==> config.mk <==
export PLATFORM = sky130hd
export DESIGN_NAME = aes256_uart_ctrl
export DESIGN_NICKNAME = d
export VERILOG_FILES = /design/src/rtl/aes_uart_pkg.sv /design/src/rtl/aes_tx_shifter.sv /design/src/rtl/aes256_uart_ctrl.sv
export SDC_FILE = /design/constraint.sdc
export NUM_CORES = 1
export LEC_CHECK = 0
export CORE_MARGIN = 3
export CORE_UTILIZATION = 50
export CTS_BUF_LIST = sky130_fd_sc_hd__clkbuf_16
export DETAILED_ROUTE_END_ITERATION = 10
export GPL_ROUTABILITY_DRIVEN = 1
export GPL_TIMING_DRIVEN = 0
export PLACE_DENSITY = 0.81
export SLEW_MARGIN = 40
export SYNTH_ARGS = -nofsm -noshare
export SYNTH_HDL_FRONTEND = slang
export SYNTH_SLANG_ARGS = --single-unit
==> constraint.sdc <==
create_clock -name clk -period 3.45 [get_ports clk]
set_clock_uncertainty 0.1 [all_clocks]
set_input_delay 0.345 -clock clk [delete_from_list [all_inputs] [get_ports clk]]
set_output_delay 0.345 -clock clk [all_outputs]
set_load 0.05 [all_outputs]
==> src/rtl/aes_uart_pkg.sv <==
// Shared types and constants for the AES-256 UART byte sequencer.
// FSM state encoding, command bytes, frame sizes and byte-lane position helpers.
package aes_uart_pkg;

  typedef enum logic [2:0] {
    ST_IDLE,
    ST_KEY,
    ST_DATA,
    ST_START,
    ST_WAIT_SKIP,
    ST_WAIT,
    ST_SEND
  } state_e;

  localparam logic [7:0] CMD_KEY_DEF  = 8'h4B;
  localparam logic [7:0] CMD_DATA_DEF = 8'h44;
  localparam logic [7:0] ERR_BYTE     = 8'hEE;
  localparam int         KEY_BYTES    = 32;
  localparam int         BLK_BYTES    = 16;

  // Bytes are MSB-first: byte n of a frame lands at bit offset 8*(N-1-n).
  function automatic logic [7:0] key_lsb(input logic [4:0] idx);
    return {~idx, 3'b000};
  endfunction

  function automatic logic [6:0] blk_lsb(input logic [3:0] idx);
    return {~idx, 3'b000};
  endfunction

endpackage

==> src/rtl/aes_tx_shifter.sv <==
// 128-bit load/shift register that streams its top byte over a valid/ready link.
// load_len_i selects how many bytes go out (16 for a ciphertext, 1 for the error byte).
module aes_tx_shifter
  import aes_uart_pkg::*;
(
  input  logic         clk,
  input  logic         reset,
  input  logic         load_i,
  input  logic [127:0] load_data_i,
  input  logic [4:0]   load_len_i,
  input  logic         tx_ready_i,
  output logic [7:0]   tx_data_o,
  output logic         tx_valid_o,
  output logic         done_o
);

  logic [127:0] shreg_q, shreg_d;
  logic [4:0]   cnt_q, cnt_d;
  logic [4:0]   len_q, len_d;
  logic         valid_q, valid_d;
  logic         accept;

  assign accept     = valid_q && tx_ready_i;
  assign done_o     = accept && (cnt_q == (len_q - 5'd1));
  assign tx_data_o  = shreg_q[127:120];
  assign tx_valid_o = valid_q;

  always_comb begin
    shreg_d = shreg_q;
    cnt_d   = cnt_q;
    len_d   = len_q;
    valid_d = valid_q;
    if (load_i) begin
      shreg_d = load_data_i;
      cnt_d   = 5'd0;
      len_d   = load_len_i;
      valid_d = 1'b1;
    end else if (accept) begin
      shreg_d = {shreg_q[119:0], 8'h00};
      // The count parks on the last byte instead of wrapping.
      if (done_o) begin
        valid_d = 1'b0;
      end else begin
        cnt_d = cnt_q + 5'd1;
      end
    end
  end

  always_ff @(posedge clk) begin
    if (reset) begin
      shreg_q <= '0;
      cnt_q   <= '0;
      len_q   <= '0;
      valid_q <= 1'b0;
    end else begin
      shreg_q <= shreg_d;
      cnt_q   <= cnt_d;
      len_q   <= len_d;
      valid_q <= valid_d;
    end
  end

endmodule

==> src/rtl/aes256_uart_ctrl.sv <==
// Byte-stream sequencer between the UART byte ports and the aes256_enc core.
// Optional core watchdog with 8'hEE error byte: define AES_UART_CTRL_TIMEOUT_EN.
//
// state        | meaning
// IDLE         | waiting for a command byte, other bytes ignored
// KEY          | collecting 32 key bytes
// DATA         | collecting 16 plaintext bytes
// START        | one-cycle core start pulse
// WAIT_SKIP    | one cycle where a stale core_ready is ignored
// WAIT         | waiting for core_ready (or watchdog expiry)
// SEND         | streaming result bytes to TX
module aes256_uart_ctrl
  import aes_uart_pkg::*;
#(
  parameter logic [7:0] CMD_KEY     = CMD_KEY_DEF,
  parameter logic [7:0] CMD_DATA    = CMD_DATA_DEF,
  parameter int         TIMEOUT_CYC = 1024
) (
  input  logic         clk,
  input  logic         reset,
  input  logic [7:0]   rx_data,
  input  logic         rx_valid,
  output logic [7:0]   tx_data,
  output logic         tx_valid,
  input  logic         tx_ready,
  output logic         core_start,
  output logic [255:0] core_key,
  output logic [127:0] core_data,
  input  logic [127:0] core_result,
  input  logic         core_ready,
  output logic         busy
);

  if (TIMEOUT_CYC < 2) begin : g_bad_timeout
    $error("TIMEOUT_CYC must be at least 2");
  end

  state_e       state_q, state_d;
  logic [4:0]   cnt_q, cnt_d;
  logic [255:0] key_q, key_d;
  logic [127:0] data_q, data_d;

  logic         sh_load;
  logic [127:0] sh_load_data;
  logic [4:0]   sh_load_len;
  logic         sh_done;

`ifdef AES_UART_CTRL_TIMEOUT_EN
  localparam int WD_W = $clog2(TIMEOUT_CYC) + 1;
  logic [WD_W-1:0] wdog_q, wdog_d;
  logic            wdog_hit;

  assign wdog_hit = (wdog_q == WD_W'(TIMEOUT_CYC - 1));
`endif

  assign core_start = (state_q == ST_START);
  assign busy       = (state_q != ST_IDLE);
  assign core_key   = key_q;
  assign core_data  = data_q;

  always_comb begin
    state_d      = state_q;
    cnt_d        = cnt_q;
    key_d        = key_q;
    data_d       = data_q;
    sh_load      = 1'b0;
    sh_load_data = '0;
    sh_load_len  = '0;
`ifdef AES_UART_CTRL_TIMEOUT_EN
    wdog_d       = wdog_q;
`endif
    unique case (state_q)
      ST_IDLE: begin
        if (rx_valid) begin
          if (rx_data == CMD_KEY) begin
            state_d = ST_KEY;
            cnt_d   = 5'd0;
          end else if (rx_data == CMD_DATA) begin
            state_d = ST_DATA;
            cnt_d   = 5'd0;
          end
        end
      end
      ST_KEY: begin
        if (rx_valid) begin
          key_d[key_lsb(cnt_q) +: 8] = rx_data;
          if (cnt_q == 5'(KEY_BYTES - 1)) begin
            state_d = ST_IDLE;
            cnt_d   = 5'd0;
          end else begin
            cnt_d = cnt_q + 5'd1;
          end
        end
      end
      ST_DATA: begin
        if (rx_valid) begin
          data_d[blk_lsb(cnt_q[3:0]) +: 8] = rx_data;
          if (cnt_q == 5'(BLK_BYTES - 1)) begin
            state_d = ST_START;
            cnt_d   = 5'd0;
          end else begin
            cnt_d = cnt_q + 5'd1;
          end
        end
      end
      ST_START: begin
        state_d = ST_WAIT_SKIP;
`ifdef AES_UART_CTRL_TIMEOUT_EN
        wdog_d  = '0;
`endif
      end
      ST_WAIT_SKIP: begin
        state_d = ST_WAIT;
      end
      ST_WAIT: begin
        // A real result wins over a watchdog expiry in the same cycle.
        if (core_ready) begin
          sh_load      = 1'b1;
          sh_load_data = core_result;
          sh_load_len  = 5'(BLK_BYTES);
          cnt_d        = 5'd0;
          state_d      = ST_SEND;
        end
`ifdef AES_UART_CTRL_TIMEOUT_EN
        else if (wdog_hit) begin
          sh_load      = 1'b1;
          sh_load_data = {ERR_BYTE, 120'h0};
          sh_load_len  = 5'd1;
          cnt_d        = 5'd0;
          state_d      = ST_SEND;
        end else begin
          wdog_d = wdog_q + WD_W'(1);
        end
`endif
      end
      ST_SEND: begin
        if (sh_done) begin
          state_d = ST_IDLE;
        end
      end
      default: begin
        state_d = ST_IDLE;
      end
    endcase
  end

  always_ff @(posedge clk) begin
    if (reset) begin
      state_q <= ST_IDLE;
      cnt_q   <= '0;
      key_q   <= '0;
      data_q  <= '0;
`ifdef AES_UART_CTRL_TIMEOUT_EN
      wdog_q  <= '0;
`endif
    end else begin
      state_q <= state_d;
      cnt_q   <= cnt_d;
      key_q   <= key_d;
      data_q  <= data_d;
`ifdef AES_UART_CTRL_TIMEOUT_EN
      wdog_q  <= wdog_d;
`endif
    end
  end

  aes_tx_shifter u_tx_shifter (
    .clk         (clk),
    .reset       (reset),
    .load_i      (sh_load),
    .load_data_i (sh_load_data),
    .load_len_i  (sh_load_len),
    .tx_ready_i  (tx_ready),
    .tx_data_o   (tx_data),
    .tx_valid_o  (tx_valid),
    .done_o      (sh_done)
  );

endmodule

; Word-level counts from Yosys, hierarchy flattened
; Index checks and enable logic that the tools add are counted.
[op_classes]
n_reduce_logical = 14
eq_ne = 19
shift = 4
bitwise_logic = 3
n_addsub = 5
muxes = 32
[ops]
columns = cell, n
row1 = 128-bit two-way mux, 4
row2 = 256-bit bitwise mux, 1
row3 = 8-bit by 10-bit variable shift with 256-bit output (first input constant), 1
row4 = 8-bit by 10-bit indexed part select with 256-bit output, 1
row5 = 128-bit bitwise mux, 1
row6 = 8-bit by 9-bit variable shift with 128-bit output (first input constant), 1
row7 = 8-bit by 9-bit indexed part select with 128-bit output, 1
row8 = 5-bit two-way mux, 10
row9 = 3-bit two-way mux, 9
row10 = 3-bit one-hot mux with 7 select lines, 1
row11 = 5-bit one-hot mux with 4 select lines, 1
row12 = 8-bit by 7-bit == test with 1-bit output (second input constant), 2
row13 = 2-bit != test (second input constant), 7
row14 = 5-bit by 1-bit adder with 5-bit output (second input constant), 2
row15 = 8-bit negation with 10-bit output, 1
row16 = 3-bit == test (second input constant), 3
row17 = 7-bit negation with 9-bit output, 1
row18 = 2-bit AND reduction, 4
row19 = 8-bit AND reduction, 1
row20 = 3-bit by 2-bit == test with 1-bit output (second input constant), 2
row21 = 6-bit AND reduction, 1
row22 = 5-bit by 4-bit == test with 1-bit output (second input constant), 1
row23 = 5-bit == test, 1
row24 = 5-bit == test (second input constant), 1
row25 = other kinds (13), 19
[totals]
output_inout_bits = 395
ff_bits = 531
elab_cells = 85

; Longest topological paths before layout
; Gate-level depths: netlist of run 1.
[depth]
word_depth = 6
mapped_depth = 10
ltp_nobuf = 7

; Hierarchy
; Synthesis of run 1 repeated with hierarchy kept, for this count alone.
[unflattened]
cells_unflattened = 2667
area_unflattened_um2 = 22855.7
[modules_own_cells]
columns = mod, area_each_um2, n_inst, seq_area_each_um2, cells_per_inst
row1 = aes256_uart_ctrl, 16681.0, 1, 7847.5, 1771
row2 = aes_tx_shifter, 6174.7, 1, 2782.7, 896

; Worst setup path before layout of run 1
; No wires, ideal clock.
[synth_timing]
kind = register to register
from = register cnt_q[0]
to = register key_q[87] (netlist: core_key[87])
required_time_ps = 3277
synth_period_minus_slack_ps = 2554
stages_incl_launch_ff = 8
arrival_time_ps = 2381
n_path_buf = 0
slack_ps = 896
cell_sequence = dfxtp_1 > ha_1 > and3_4 > ha_1 > nor2_1 > nand4_1 > a21oi_2 > mux2i_1
[synth_via]
elab_chain_cells = 4
elab_cells_between_ends = 5
[synth_lines]
columns = item, line
row1 = start: declaration, aes256_uart_ctrl.sv:39  ; logic [4:0] cnt_q, cnt_d;
row2 = start signal: assignment, aes256_uart_ctrl.sv:158  ; cnt_q <= cnt_d;
row3 = 5-bit NOT (*), aes_uart_pkg.sv:23  ; return {~idx, 3'b000};
row4 = 8-bit negation with 10-bit output (*), aes256_uart_ctrl.sv:86  ; key_d[key_lsb(cnt_q) +: 8] = rx_data;
row5 = 8-bit by 10-bit indexed part select with 256-bit output or 8-bit by 10-bit variable shift with 256-bit output (tied branches), aes256_uart_ctrl.sv:86
row6 = 256-bit bitwise mux (*), aes256_uart_ctrl.sv:86
row7 = end signal: assignment, aes256_uart_ctrl.sv:159  ; key_q <= key_d;
row8 = end: declaration, aes256_uart_ctrl.sv:40  ; logic [255:0] key_q, key_d;
; Mark *: on every way between the ends. The rest lies on a longest branch, timed or not.
; A chain may end at the register's enable or synchronous reset.

; Worst setup path after layout of run 1
[layout_timing]
from = register cnt_q[0]
to = register key_q[50] (netlist: core_key[50])
; Same word-level chain as after synthesis.

==> metrics.md, run 1 <==
| Metric | Value |
|---|---|
| Status | completed |
| Via count | 19.9k |
| CP Max Fanout | 10 |
| Register bit count reported by yosys | 527 |
| Die W | 214 um |
| Max Slew Vio Count | 0 |
| Worst Setup SP | cnt_q[0] |
| F_max | 0.305 GHz |
| RSZ-0062 raised after global routing | no |
| Core area | 0.0423 mm2 |
| H-tree depth | 2 |
| Worst hold path type | primary input to flip-flop |
| Half-perimeter wire length after placement | 57,500 um |
| Main flop type after synthesis | dfxtp_1 |
| Placer Congestion | 0.935 |
| Worst R2R End | core_key[50] |
| Grt total ovfl | 0 |
| Cell taking the most area after synthesis | dfxtp_1 |
| Clock latency reported for the late side of the worst-skew pair | 0.60 ns |
| R2R depth | 7 |
| CTS sink count | 527 |
| Global-route wire length before repair | 115,000 um |
| Synthesized cell area | 0.0216 mm2 |
| Share of post-route cells with drive strength above 1 | 6.23% |
| Placed Instances | 3,403 |
| Yosys warnings | 0 |
| Hold_buf cts | 0 |
| Fin crit period | 3.28 ns |
| CP Launch Type | flip-flop |
| Starting Density | 51.0% |
| Most common cell in the netlist | nand2_1 |
| Syn_area_per_cell | 9.41 um2 |
| Per-cell routed wire length | 22.1 um |
| Area contributors post-synth | dfxtp_1, mux2i_1, nand2_1 |
| Fin. Hold Viols | 0 |
| Top post-synthesis cells by count | nand2_1, dfxtp_1, mux2i_1, nand3_1, clkbuf_1 |
| Die H | 214 um |
| Number of synthesized flops with an enable pin | 0 |
| DRT Pass-1 Iters | 6 |
| Synthesized instance count | 2,293 |
| Port Buf Inserts | 532 |
| Final setup TNS | 0 ns |
| Leakage power | 10.4 nW |
| TritonCTS Buffers | 54 |
| Initial drt markers | 1,775 |
| Top-area cell type share of the netlist area | 48.9% |
| Layout area overhead | 36.1% |
| # nets final | 3,032 |
| PwrDens | 413 mW/mm2 |
| Std-Cell Rows | 75 |
| Root Buffer | clkbuf_16 |
| Die ar. | 0.0457 mm2 |
| Worst setup EP type | flip-flop |
| Clock transition at path regs | 0.06 ns |
| Total power | 12.1 mW |
| Vias in the first global route | 19.8k |
| Area after DPL | 0.0277 mm2 |
| Maximum VDD drop | 0.000381 V |
| Pin count of the biggest net entering global routing | 15 |
| Required time worst endpoint | 3.87 ns |
| Final setup fails | 0 |
| GRT Total Usage | 32.4% |
| Max-Slew Margin vs Limit | 41.0% |
| DRC viols | 0 |
| Routed wire length | 77,400 um |
| FF-to-FF Start | cnt_q[0] |
| Boundary Pins | 536 |
| Slew @ Worst Pin | 0.885 ns |
| Routed Antenna Nets | 0 |
| Vias per Instance | 5.67 |
| Post-route cell area | 0.0294 mm2 |
| Mapped Nets | 2,443 |
| Util after Layout | 69.4% |
| Non-Filler Instances | 3,503 |
| Longest Clk Path Bufs | 3 |
| Initial antenna violation count | 4 |
| Reg2Reg Setup Slack | 0.17 ns |
| Fin crit share | 95.1% |
| Sequential area share after synthesis | 48.9% |
| Setup CP Type | flip-flop to flip-flop |
| Data arrival, critical path | 3.70 ns |
| Asr flop ratio synth | 0% |
| End point of the critical path | core_key[50] |
| Synth unique cells | 77 |
| Max Cap Viol | 0 |
| CTS tree | done |
## power breakdown
part | internal (mW) | switching [mW] | total (mW) | leakage, nW
clock network | 3.17 | 2.43 | 5.60 | 0.840
registers | 6.08 | 0.000307 | 6.08 | 4.24
logic | 0.176 | 0.277 | 0.452 | 5.30
total | 9.43 | 2.71 | 12.1 | 10.4
## sequential cells by signal, indices dropped and copies added, names as in the netlist
register / flops
u_tx_shifter.tx_valid_o: 1
u_tx_shifter.len_q: 1
core_data: 128
state_q: 3
u_tx_shifter.cnt_q: 5
core_key: 256
u_tx_shifter.shreg_q: 128
cnt_q: 5
## cell type report
| cell class | instances | area, um2 |
|---|---|---|
| plain buffers | 189 | 805 |
| diodes | 6 | 15.0 |
| inverters | 10 | 37.5 |
| flip-flops and latches | 527 | 10600 |
| clock inverters | 39 | 285 |
| well taps | 577 | 722 |
| repair buffers | 533 | 5330 |
| multi-input cells | 1567 | 10200 |
| fillers | 3220 | 12900 |
| clock buffers | 55 | 1380 |
## what timing repair did
| item | 4_1_cts | 5_1_grt |
|---|---|---|
| setup endpoints to repair | 0 | 14 |
| buffers inserted | 0 | 0 |
| gates resized for setup | 0 | 3 |
## worst min-delay path by stage
stage                            startpoint                      end  slack, ns  cells past startpoint
finish                       core_result[7]  u_tx_shifter.shreg_q[7]       0.20                      3
global route                 core_result[2]  u_tx_shifter.shreg_q[2]       0.21                      3
CTS                          core_result[1]  u_tx_shifter.shreg_q[1]       0.17                      3
detailed placement             core_key[80]             core_key[80]       0.35                      2
global placement              core_key[145]            core_key[145]       0.34                      2
floorplan           u_tx_shifter.shreg_q[0]  u_tx_shifter.shreg_q[0]       0.35                      2
## worst max-delay path, stage by stage, from the launching register on
cell and delay, ns:
dfxtp_1 0.53, ha_1 0.34, and3_4 0.25, ha_1 0.27
nor2_1 0.36, nand4_1 0.51, a21oi_4 0.58, mux2i_1 0.25
## cells by family after synthesis
group / after synthesis / synth area share [%]
and+or+nand+nor: 940 / 19.5
xor gates and xnor gates: 9 / 0.487
adders and majority gates: 9 / 0.522
DFF: 527 / 48.9
AOI/OAI and AO/OA: 233 / 9.33
muxes: 376 / 17.4
buffers and inverters: 199 / 3.87
## per-layer routing
layer | wire length (um) | track usage [%] | up-vias
li1 | - | - | 9153
met3 | 6930 | 9.31 | 243
met1 | 30500 | 39.4 | 9529
met5 | 27 | 0 | -
met4 | 4020 | 16.1 | 4
met2 | 35900 | 52.6 | 946
## stage by stage
stage	hold slack [ns]	setup WS (ns)
finish	0.203	0.169
global route	0.208	0.0493
CTS	0.173	0.164
detailed placement	0.348	0.197
floorplan	0.348	0.896
global placement	0.342	0.269
## cell usage in the layout (no fill, tap or decap), types with 9 or more instances in the layout
cell type,count
ha_1,9
clkdlybuf4s50_1,532
buf_4,14
clkbuf_1,146
nand3_1,157
nand2_1,550
mux2i_1,376
a21oi_1,26
buf_2,18
o21ai_0,18
clkbuf_16,55
inv_1,18
a311oi_1,120
dfxtp_1,527
clkinv_1,13
a21oi_4,22
nor2_1,151
(Power assumes the default switching activity.)
==> run 2: changes to the inputs <==
CORE_UTILIZATION = 45   (was 50)
CTS_CLUSTER_SIZE = 24   (was not set)
PLACE_DENSITY = 0.77   (was 0.81)
REMOVE_ABC_BUFFERS = 1   (was not set)
clock period = 2.8 ns   (was 3.45 ns; I/O delays follow)
==> run 2 against run 1 <==
Compared with the run above: final area up 1.7%; clock-buffer cell count down 1; critical path depth is 2 higher; highest routed layer unchanged; sequential cell count did not move.
==> metrics.md, run 2 (synthesis gave the netlist of run 1 again) <==
| Metric | Value |
|---|---|
| Status | completed |
| Worst setup EP type | flip-flop |
| Worst Setup SP | cnt_q[3] |
| Die H | 225 um |
| DRC viols | 0 |
| Fin crit share | 98.7% |
| Die ar. | 0.0506 mm2 |
| Max Cap Viol | 0 |
| Crit-path leading delay family | buffers and inverters |
| Vias in the first global route | 18.9k |
| Leakage power | 10.6 nW |
| Share of post-route cells with drive strength above 1 | 9.14% |
| Sum of buffers and inverters on the critical path | 5 |
| CTS tree | done |
| Routed Antenna Nets | 0 |
| Total power | 14.8 mW |
| Half-perimeter wire length after placement | 49,700 um |
| CP max stage delay | 0.56 ns |
| Setup CP Type | flip-flop to flip-flop |
| Starting Density | 46.0% |
| # nets final | 2,919 |
| Port Buf Inserts | 535 |
| Die W | 225 um |
| Util after Layout | 63.6% |
| Hold Startpoint | reset |
| Std-Cell Rows | 79 |
| FF-to-FF Start | cnt_q[3] |
| Share of power burned in registers | 50.6% |
| H-tree depth | 2 |
| Vias per Instance | 5.59 |
| Most used cell, CP | buf_2 |
| Clock power frac | 45.7% |
| Data arrival, critical path | 3.16 ns |
| Core area | 0.0470 mm2 |
| GRT Total Usage | 27.3% |
| CP Launch Type | flip-flop |
| Max-Slew Margin vs Limit | 47.4% |
| Reg2Reg Setup Slack | 0.04 ns |
| Root Buffer | clkbuf_16 |
| Switching share of total power | 22.4% |
| Required time worst endpoint | 3.20 ns |
| Comb pwr share | 3.7% |
| Fin. Hold Viols | 0 |
| Psw | 3.33 mW |
| Maximum VDD drop | 0.000388 V |
| Most frequent cells in the layout | nand2_1, clkdlybuf4s50_1, dfxtp_1 |
| Boundary Pins | 536 |
| Slew @ Worst Pin | 0.784 ns |
| Most common cell after layout, fill and taps aside | nand2_1 |
| Final setup fails | 0 |
| Hold Slack | 0.0622 ns |
| Clock transition at path regs | 0.06 ns |
| Crit path cell chain | and3b_1 -> o211ai_1 -> buf_4 -> buf_2 -> buf_2 -> buf_2 -> a21oi_4 -> buf_12 -> mux2i_1 |
| Max stage delay cell, worst path | dfxtp_4 |
| P_int | 11.5 mW |
| TritonCTS Buffers | 54 |
| Global-route wire length before repair | 110,000 um |
| CP Max Fanout | 25 |
| Longest Clk Path Bufs | 3 |
| Initial drt markers | 1,639 |
| Final setup TNS | 0 ns |
| Via count | 19.2k |
| Layout area overhead | 38.4% |
| DRT Pass-1 Iters | 5 |
| Fin crit period | 2.76 ns |
| Initial antenna violation count | 8 |
| PwrDens | 496 mW/mm2 |
| Per-cell routed wire length | 21.3 um |
| Max FFs per register | 256 |
| Routed wire length | 73,000 um |
| FILL cells | 3,685 |
| Grt total ovfl | 0 |
| Clock latency reported for the late side of the worst-skew pair | 0.59 ns |
| Worst hold path type | primary input to flip-flop |
| CTS sink count | 527 |
| Placer Congestion | 0.841 |
| F_max | 0.362 GHz |
| Pin count of the biggest net entering global routing | 108 |
| Max Slew Vio Count | 0 |
-- run 2: repair_timing --
action                                  in CTS  in global routing
hold endpoints to repair                    43                  0
gates cloned                                 0                  1
resized for setup                           38                 11
buffers inserted                            23                  7
hold buffers                                 3                  0
pin swaps                                    2                  4
endpoints found under the setup margin     394                270
-- run 2: worst reg2reg max path, cell delays in order (launching register included) --
cell      delay [ns]
dfxtp_4         0.56
and3b_1         0.31
o211ai_1        0.42
buf_4           0.26
buf_2           0.20
buf_2           0.20
buf_2           0.19
a21oi_4         0.08
buf_12          0.15
mux2i_1         0.21
-- run 2: cell type report --
| cell class | instances | area (um2) | area share (%) |
|---|---|---|---|
| Clock buffer | 54 | 1350 | 4.52 |
| Antenna cell | 7 | 17.5 | 0.0586 |
| Sequential cell | 527 | 10600 | 35.4 |
| Multi-Input combinational cell | 1567 | 10400 | 34.9 |
| Clock inverter | 45 | 292 | 0.976 |
| Inverter | 10 | 50.0 | 0.168 |
| Tap cell | 607 | 759 | 2.54 |
| Timing Repair Buffer | 609 | 6410 | 21.5 |
-- run 2: per-layer routing --
metal / global-route usage [%] / wire length [um]
met5: 0 / 34
met2: 44.7 / 34100
met3: 8.32 / 6860
met1: 33.0 / 28400
met4: 12.9 / 3610
-- run 2: power by group through the flow --
stage / clock network (mW) / logic (mW) / registers, mW
4_1_cts: 6.90 / 0.527 / 7.49
3_3_place_gp: 0 / 0.479 / 7.66
5_1_grt: 7.19 / 0.569 / 7.49
2_1_floorplan: 0 / 0.105 / 7.67
3_5_place_dp: 0 / 0.513 / 7.66
6_report: 6.78 / 0.544 / 7.49
-- run 2: final timing paths --
kind / to / cells after the start
max: core_key[149] / 9
min: u_tx_shifter.shreg_q[117] / 3
max reg2reg: core_key[149] / 9
min reg2reg: core_key[116] / 2
-- run 2: stage by stage --
step | cell area [um2] | cells | setup slack, ns
floorplan | 20800 | 2104 | -5.39
global placement | 26900 | 3246 | -17.13
detailed placement | 27400 | 3286 | -1.47
CTS | 29700 | 3411 | -0.0127
global route | 29900 | 3424 | -0.0432
finish | 29900 | 3426 | 0.0365
==> run 3: changes to the inputs <==
PLACE_DENSITY = not set   (was 0.77)
PLACE_DENSITY_LB_ADDON = 0.1   (was not set)
==> run 3 against run 2 <==
Compared with the run above: global-route usage down 0.46 points; clock power up 6.9%; routed wire length down 1.2%; sequential power about the same; combinational power down 2%; sequential cell count unchanged; worst hold slack better by 0.043 ns; core utilization up 0.30 points; final area up 0.47%.
==> metrics.md, run 3 (synthesis gave the netlist of run 1 again) <==
| Metric | Value |
|---|---|
| Max stage delay cell, worst path | dfxtp_4 |
| Switching share of total power | 21.5% |
| Starting Density | 46.0% |
| Die W | 225 um |
| Hold path depth | 3 |
| Max-Slew Margin vs Limit | 43.6% |
| Comb pwr share | 3.5% |
| Longest Clk Path Bufs | 3 |
| Half-perimeter wire length after placement | 48,800 um |
| Hold Startpoint | rx_data[5] |
| Most frequent cells in the layout | nand2_1, clkdlybuf4s50_1, dfxtp_1 |
| Initial antenna violation count | 5 |
| R2R depth | 9 |
| Clock latency reported for the late side of the worst-skew pair | 0.60 ns |
| Max Cap Viol | 0 |
| H-tree depth | 2 |
| Most common cell after layout, fill and taps aside | nand2_1 |
| Max Slew Vio Count | 0 |
| Root Buffer | clkbuf_16 |
| Area of the multi-input gates | 0.0104 mm2 |
| WHS Endpoint | core_data[69] |
| Routed wire length | 72,100 um |
| Final setup TNS | 0 ns |
| CP Launch Type | flip-flop |
| CP max stage delay | 0.56 ns |
| CTS sink count | 527 |
| Psw | 3.29 mW |
| Leakage power | 10.7 nW |
| Most used cell, CP | buf_2 |
| Maximum VDD drop | 0.000478 V |
| Initial drt markers | 1,396 |
| Top layer in use | met5 |
| Clock transition at path regs | 0.07 ns |
| FILL cells | 3,919 |
| Fin. Hold Viols | 0 |
| Non-Filler Instances | 3,419 |
| Port Buf Inserts | 535 |
| Fin crit share | 96.4% |
| Share of power burned in registers | 49.1% |
| Clock power frac | 47.5% |
| Data arrival, critical path | 3.04 ns |
| Placer Congestion | 0.818 |
| Required time worst endpoint | 3.14 ns |
| F_max | 0.371 GHz |
| DRC viols | 0 |
| Worst R2R End | core_key[8] |
| Crit path cell chain | and3b_1 -> o211ai_1 -> buf_4 -> buf_2 -> buf_2 -> buf_2 -> a21oi_4 -> buf_12 -> mux2i_1 |
| Place WS | -1.33 ns |
| Die ar. | 0.0506 mm2 |
| PwrDens | 509 mW/mm2 |
| Grt total ovfl | 0 |
| Via count | 18.7k |
| Setup CP Type | flip-flop to flip-flop |
| GRT Total Usage | 26.9% |
| Fin crit period | 2.70 ns |
| CTS tree | done |
| Max FFs per register | 256 |
| Per-cell routed wire length | 21.1 um |
| Worst setup EP type | flip-flop |
| Global-route wire length before repair | 107,000 um |
| Met1 WL | 29,600 um |
| Boundary Pins | 536 |
| Reg2Reg Setup Slack | 0.10 ns |
| Core area | 0.0470 mm2 |
| Placed Instances | 3,284 |
| Share of post-route cells with drive strength above 1 | 9.05% |
| CP Max Fanout | 25 |
| Routed Antenna Nets | 0 |
| Die H | 225 um |
| Vias in the first global route | 18.1k |
| Reg area | 0.0106 mm2 |
| P_int | 12.0 mW |
| Status | completed |
| Final setup fails | 0 |
| RSZ-0062 raised after global routing | no |
| Pin count of the biggest net entering global routing | 97 |
| Util after Layout | 63.9% |
| # nets final | 2,918 |
| FF-to-FF Start | cnt_q[3] |
| TritonCTS Buffers | 53 |
| Vias per Instance | 5.48 |
| Worst hold path type | primary input to flip-flop |
| Slew @ Worst Pin | 0.844 ns |
| DRT Pass-1 Iters | 5 |
| WL met2 | 34,300 um |
| Setup WS post-layout | 0.101 ns |
| Std-Cell Rows | 79 |
| Layout area overhead | 39.1% |
| Met3 wire len | 5910 um |
| Total power | 15.3 mW |
-- run 3: changes by cell type in the layout (fill, tap and decap cells not counted), sizes merged, moves of 2 or more --
cell      change
clkinv        -9
diode         -3
clkinvlp      -2
buf           -2
bufinv        +5
-- run 3: worst max-delay path by stage --
stage	end	startpoint	slack, ns	depth (start not counted)
2_1_floorplan	cnt_q[2]	state_q[0]	-5.39	4
3_3_place_gp	core_key[83]	reset	-17.91	5
3_5_place_dp	core_key[53]	cnt_q[0]	-1.33	7
4_1_cts	core_key[162]	cnt_q[0]	-0.004	6
5_1_grt	core_key[8]	cnt_q[3]	0.03	9
6_report	core_key[8]	cnt_q[3]	0.10	9
-- run 3: area by class of cell --
class | instances | share of cell area (%)
Antenna cell | 4 | 0.0334
Clock buffer | 55 | 4.59
Clock inverter | 40 | 1.28
Inverter | 10 | 0.167
Multi-Input combinational cell | 1567 | 34.7
Sequential cell | 527 | 35.2
Tap cell | 607 | 2.53
Timing Repair Buffer | 609 | 21.5
-- run 3: repair_timing --
| item | 4_1_cts | 5_1_grt |
|---|---|---|
| cloned | 1 | 1 |
| setup buffers | 24 | 6 |
| endpoints found under the hold margin | 39 | 0 |
| pin swaps | 3 | 1 |
| resized for setup | 33 | 14 |
| endpoints found under the setup margin | 393 | 231 |
| hold buffers | 2 | 0 |
-- run 3: power groups by stage --
stage                     combinational [mW]  clock (mW)  sequential, mW
after floorplan                        0.105           0            7.67
final                                  0.532        7.25            7.49
after global routing                   0.559        7.67            7.49
after detailed placement               0.507           0            7.66
after CTS                              0.523        7.40            7.50
after global placement                 0.473           0            7.66
-- run 3: routing by layer --
layer  track usage [%]  up-vias
met4              8.86        2
li1                  -     8927
met5                 0        -
met2              44.8      579
met3              8.28      120
met1              33.2     9092
-- run 3: stage by stage --
| stage | cell area [um2] | hold slack (ns) |
|---|---|---|
| finish | 30000 | 0.105 |
| global route | 30000 | 0.0930 |
| CTS | 29800 | 0.0671 |
| detailed placement | 27400 | 0.346 |
| global placement | 26900 | 0.342 |
| floorplan | 20800 | 0.249 |
-- run 3: worst max-delay path: cells and delay by family, from the launching register on --
kind | cells | cell delay [ns]
buffers and inverters | 5 | 0.96
AND/OR/NAND/NOR | 1 | 0.29
AO/OA/AOI/OAI | 2 | 0.49
multiplexers | 1 | 0.12
flip-flops | 1 | 0.56
